--- src/rtl/ps2_key_rx.sv ---
// PS/2 keyboard receiver: synchronise, glitch-filter, frame and fold E0/F0 prefixes into a toggle-strobe key word.
// Optional build macro PS2_RX_TIMEOUT_EN adds a mid-frame idle timeout.
`timescale 1ns/1ps
module ps2_key_rx #(
    parameter int FILTER_LEN     = 8,
    parameter int TIMEOUT_CYCLES = 65536
) (
    input  logic        clk,
    input  logic        reset_n,
    input  logic        ps2_clk,
    input  logic        ps2_data,
    output logic [10:0] ps2_key,
    output logic        rx_err
);

    typedef enum logic [1:0] {S_IDLE, S_DATA, S_PARITY, S_STOP} state_t;

    logic       clk_s1, clk_s2, dat_s1, dat_s2;
    logic [7:0] flt_cnt;
    logic       fclk, fclk_q, fall;

    state_t     state;
    logic [2:0] bit_cnt;
    logic [7:0] shreg;
    logic       par;
    logic       byte_rdy;
    logic [7:0] byte_q;
    logic       frame_err;
    logic       tmo;
    logic       ext_f, rel_f;

    always_ff @(posedge clk or negedge reset_n) begin
        if (!reset_n) begin
            clk_s1  <= 1'b1;
            clk_s2  <= 1'b1;
            dat_s1  <= 1'b1;
            dat_s2  <= 1'b1;
            flt_cnt <= '0;
            fclk    <= 1'b1;
            fclk_q  <= 1'b1;
            fall    <= 1'b0;
        end else begin
            clk_s1 <= ps2_clk;
            clk_s2 <= clk_s1;
            dat_s1 <= ps2_data;
            dat_s2 <= dat_s1;
            // fclk follows only after FILTER_LEN consecutive samples at the new level
            if (clk_s2 == fclk) begin
                flt_cnt <= '0;
            end else if (flt_cnt == 8'(FILTER_LEN - 1)) begin
                fclk    <= clk_s2;
                flt_cnt <= '0;
            end else begin
                flt_cnt <= flt_cnt + 8'd1;
            end
            fclk_q <= fclk;
            fall   <= fclk_q & ~fclk;
        end
    end

`ifdef PS2_RX_TIMEOUT_EN
    localparam int TW = $clog2(TIMEOUT_CYCLES + 1);
    logic [TW-1:0] idle_cnt;

    always_ff @(posedge clk or negedge reset_n) begin
        if (!reset_n) begin
            idle_cnt <= '0;
        end else if (fall || state == S_IDLE || tmo) begin
            idle_cnt <= '0;
        end else begin
            idle_cnt <= idle_cnt + 1'b1;
        end
    end

    assign tmo = (state != S_IDLE) && !fall && (idle_cnt == TW'(TIMEOUT_CYCLES - 1));
`else
    assign tmo = (TIMEOUT_CYCLES < 0);
`endif

    always_ff @(posedge clk or negedge reset_n) begin
        if (!reset_n) begin
            state     <= S_IDLE;
            bit_cnt   <= '0;
            shreg     <= '0;
            par       <= 1'b0;
            byte_rdy  <= 1'b0;
            byte_q    <= '0;
            frame_err <= 1'b0;
        end else begin
            byte_rdy  <= 1'b0;
            frame_err <= 1'b0;
            if (fall) begin
                case (state)
                    S_IDLE: begin
                        if (!dat_s2) begin
                            state   <= S_DATA;
                            bit_cnt <= '0;
                        end
                    end
                    S_DATA: begin
                        shreg   <= {dat_s2, shreg[7:1]};
                        bit_cnt <= bit_cnt + 3'd1;
                        if (bit_cnt == 3'd7) state <= S_PARITY;
                    end
                    S_PARITY: begin
                        par   <= dat_s2;
                        state <= S_STOP;
                    end
                    default: begin
                        if (dat_s2 && (^{shreg, par})) begin
                            byte_rdy <= 1'b1;
                            byte_q   <= shreg;
                        end else begin
                            frame_err <= 1'b1;
                        end
                        state <= S_IDLE;
                    end
                endcase
            end else if (tmo) begin
                state <= S_IDLE;
            end
        end
    end

    always_ff @(posedge clk or negedge reset_n) begin
        if (!reset_n) begin
            ps2_key <= '0;
            rx_err  <= 1'b0;
            ext_f   <= 1'b0;
            rel_f   <= 1'b0;
        end else begin
            rx_err <= frame_err | tmo;
            if (frame_err || tmo) begin
                ext_f <= 1'b0;
                rel_f <= 1'b0;
            end else if (byte_rdy) begin
                case (byte_q)
                    8'hE0: ext_f <= 1'b1;
                    8'hF0: rel_f <= 1'b1;
                    8'hE1: ;
                    8'h00, 8'hEE, 8'hFA, 8'hFE, 8'hFF: begin
                        ext_f <= 1'b0;
                        rel_f <= 1'b0;
                    end
                    default: begin
                        // 0xAA is a self-test response unless it follows F0
                        if (byte_q != 8'hAA || rel_f) begin
                            ps2_key <= {~ps2_key[10], ~rel_f, ext_f, byte_q};
                        end
                        ext_f <= 1'b0;
                        rel_f <= 1'b0;
                    end
                endcase
            end
        end
    end

endmodule
--- config.mk ---
export PLATFORM = sky130hd
export DESIGN_NAME = ps2_key_rx
export DESIGN_NICKNAME = d
export VERILOG_FILES = /design/src/rtl/ps2_key_rx.sv
export SDC_FILE = /design/constraint.sdc
export NUM_CORES = 1
export LEC_CHECK = 0
export BUFFER_PORTS_ARGS = -buffer_cell sky130_fd_sc_hd__buf_2
export CORE_UTILIZATION = 50
export CTS_BUF_LIST = sky130_fd_sc_hd__clkbuf_8
export CTS_CLUSTER_DIAMETER = 50
export DETAILED_ROUTE_END_ITERATION = 16
export PLACE_DENSITY = 0.66
export SLEW_MARGIN = 10
export SYNTH_ARGS = -nofsm -noshare
export SYNTH_HDL_FRONTEND = slang
export SYNTH_SLANG_ARGS = --single-unit
--- constraint.sdc ---
create_clock -name clk -period 3.8 [get_ports clk]
set_clock_uncertainty 0.2 [all_clocks]
set_input_delay 0 -clock clk [delete_from_list [all_inputs] [get_ports clk]]
set_output_delay 0 -clock clk [all_outputs]
set_load 0.1 [all_outputs]
==> summary.md <==
| Metric | Value |
|---|---|
| Status | `finished, final reports clean` |
| Nets | `206` |
| Xor and xnor area share after synthesis | `0.0673` |
| Combinational share of power | `0.184` |
| Adder-cell share of the synthesized area | `0.0386` |
| PortBufs | `15` |
| Final HPWL DP | `2560 um` |
| CP Buf/Inv Count | `0` |
| Post_cts resized | `0` |
| Yosys warning count | `0` |
| Slew Viols, Final | `0` |
| Final hold violations | `0` |
| Setup ws final | `1190 ps` |
| Clk pwr share | `0.268` |
| Initial Utilization | `0.521` |
| Slowest stage delay, CP | `880 ps` |
| Setup Buffers After CTS | `0` |
| CP Cell Sequence | `a2111oi_0 -> a31oi_1 -> o2111ai_1 -> mux2_2` |
| GRT Util Overall | `0.171` |
| Post-DR wirelength/cell | `14.3 um` |
| Max-cap violations | `0` |
| Most common cell after layout, fill and taps aside | `dfrtp_1` |
| Gpl congestion | `0.746` |
| Clock insertion delay at the later pin of the skew report | `300 ps` |
| Post-Syn Area | `2270 sq um` |
| Critical Path Slowest Stage Cell | `o2111ai_1` |
| Ports | `16` |
| Die area | `4810 sq um` |
| Num rows | `24` |
| CP delay by family, top | `compound AO/OA/AOI/OAI gates` |
| Seq pwr share | `0.548` |
| Die width | `69.4 um` |
| Most frequent cells in the layout | `47 x dfrtp_1, 28 x mux2_2, 14 x buf_2` |
| Main flop type after synthesis | `dfrtp_1` |
| FF-to-FF Start | `byte_q[4]` |
| Unique cell type count in the Yosys netlist | `34` |
| Worst hold path class | `in -> async` |
| Pwr per Cell Area | `491 nW/um^2` |
| Fmax | `0.383 GHz` |
| Clock sink count | `53` |
| CTS tree | `yes` |
| Setup TNS | `0 ps` |
| Slew HR | `0.276` |
| Setup CP Type | `reg -> reg` |
| Core footprint | `4350 sq um` |
| Compound-Gate Fraction of Synth Area | `0.0546` |
| Post-synthesis mux area share | `0.143` |
| Peak VDD IR | `0.250 mV` |
| Critical Path Source Type | `register` |
| Worst setup EP type | `register` |
| Reg2Reg Setup Slack | `1190 ps` |
| Final ANT Viol Nets | `0` |
| Final wirelength | `3540 um` |
| Antenna violations before repair | `0` |
| RSZ-0062 raised after global routing | `false` |
| Remaining global-route overflow | `0` |
| Pint | `901 uW` |
| CTS max path bufs | `2` |
| CP Launch Point | `byte_q[4]` |
| Vias | `1384` |
| Required @ worst endpoint | `3790 ps` |
| Area Overhead vs Synth | `11.5%` |
| Ys async rst share | `1.00` |
| First-pass GRT wire length | `6410 um` |
| Layout cells sized above 1 | `0.311` |
| Number of synthesized flops with an enable pin | `0` |
| Switching Fraction | `0.275` |
| Static leakage | `1.29 nW` |
| Die Span Y | `69.4 um` |
| Finished layout cell area | `2530 sq um` |
| Worst-Margin Slew | `1090 ps` |
| CTS Buf Count | `5` |
| CTS Hold Bufs | `3` |
| DRC Markers | `0` |
| Largest net degree at the start of global routing | `54` |
| Seq/Total Area, Yosys | `0.588` |
| Average size of a mapped cell | `13.1 sq um` |
| Clk slew on worst S/H paths | `90 ps` |
| Final setup violation count | `0` |
| Mapped Cells | `173` |
| Simple-Gate Fraction of Synth Area | `0.0877` |
| N_diodes | `0` |
| Root buffer cell | `clkbuf_8` |
| Sw Pwr | `342 uW` |
| DR vias/cell | `5.58` |
| Htree depth | `2` |
| Iter 0 DRT Violations | `144` |
| Crit path time final | `2610 ps` |
| Crit path arrival time | `2600 ps` |
| DP Area | `2400 sq um` |
| Worst-path fanout max | `11` |
| Period utilization | `0.687` |
| Post-Synthesis Net Count | `184` |
| Drt first pass iters | `4` |
| Synth Register Bits | `53` |
| Main combinational cell family by area after synthesis | `multiplexers` |
| Vias in the first global route | `1434` |
| Setup WS pre-CTS | `1190 ps` |
final timing paths:
check / end / cells past startpoint
worst min register to register: dat_s2 / 0
worst max register to register: ps2_key[2] / 4
worst min-delay path: flt_cnt[3] / 2
worst max-delay path: ps2_key[2] / 4
max in group asynchronous: ps2_key[0] / 2
min in group clk: clk_s1 / 2
sequential cells by signal, summed over array words and instances (netlist names), 2 cells and up:
register and cells:
ps2_key 11, byte_q 8, flt_cnt 8, shreg 8
bit_cnt 3, state 2
Yosys cell counts (2+ instances only):
cell type | n | share of area
a21oi_1 | 3 | 0.0066
nor2_1 | 11 | 0.018
a32o_1 | 2 | 0.0088
dfstp_2 | 6 | 0.069
xnor2_1 | 8 | 0.031
mux2_2 | 28 | 0.14
ha_1 | 7 | 0.039
nand2_1 | 11 | 0.018
and3_1 | 2 | 0.0055
nand3_1 | 5 | 0.011
xor2_1 | 5 | 0.019
nor4_1 | 3 | 0.0083
nor3_1 | 2 | 0.0044
buf_2 | 2 | 0.0044
inv_1 | 9 | 0.015
dfrtp_1 | 47 | 0.52
o21ai_0 | 5 | 0.011
cell families (layout without fill, tap and decap cells):
logic type	count (synthesis)	after routing
flip-flops	53	53
AND/OR/NAND/NOR	39	39
multiplexers	29	29
AO/OA/AOI/OAI	18	18
XOR/XNOR	15	15
buffers and inverters	12	35
adder cells (fa/ha/maj)	7	7
per-layer routing:
layer  vias to the layer above  GRT usage  part of all wire
li1                        644          -                 -
met1                       702      0.215              0.44
met2                        29      0.278              0.50
met3                         9     0.0320             0.030
met4                         0     0.0952             0.021
met5                         -          0                 0
per-stage QoR:
| stage | utilization | hold slack, ps | power, mW | cells |
|---|---|---|---|---|
| 2_1_floorplan | - | -496 | 0.866 | 173 |
| 3_3_place_gp | 0.550 | -94.5 | 0.904 | 237 |
| 3_5_place_dp | 0.550 | -93.5 | 0.924 | 237 |
| 4_1_cts | 0.580 | 122 | 1.26 | 248 |
| 5_1_grt | 0.581 | 126 | 1.32 | 248 |
| 6_report | 0.581 | 65.1 | 1.24 | 248 |
power by group through the flow:
stage	logic (mW)	registers [mW]	clock network, mW
after floorplan	0.186	0.680	0
after global placement	0.217	0.687	0
after detailed placement	0.230	0.694	0
after CTS	0.234	0.683	0.347
after global routing	0.264	0.691	0.368
final	0.228	0.681	0.333
cell type report:
cell class / count / area (sq um)
clock inverters: 1 / 5.00
clock buffers: 7 / 96.3
flip-flops and latches: 53 / 1330
repair buffers: 18 / 108
fillers: 355 / 1820
inverters: 9 / 33.8
multi-input cells: 108 / 888
well taps: 52 / 65.1
(Power assumes the default switching activity.)
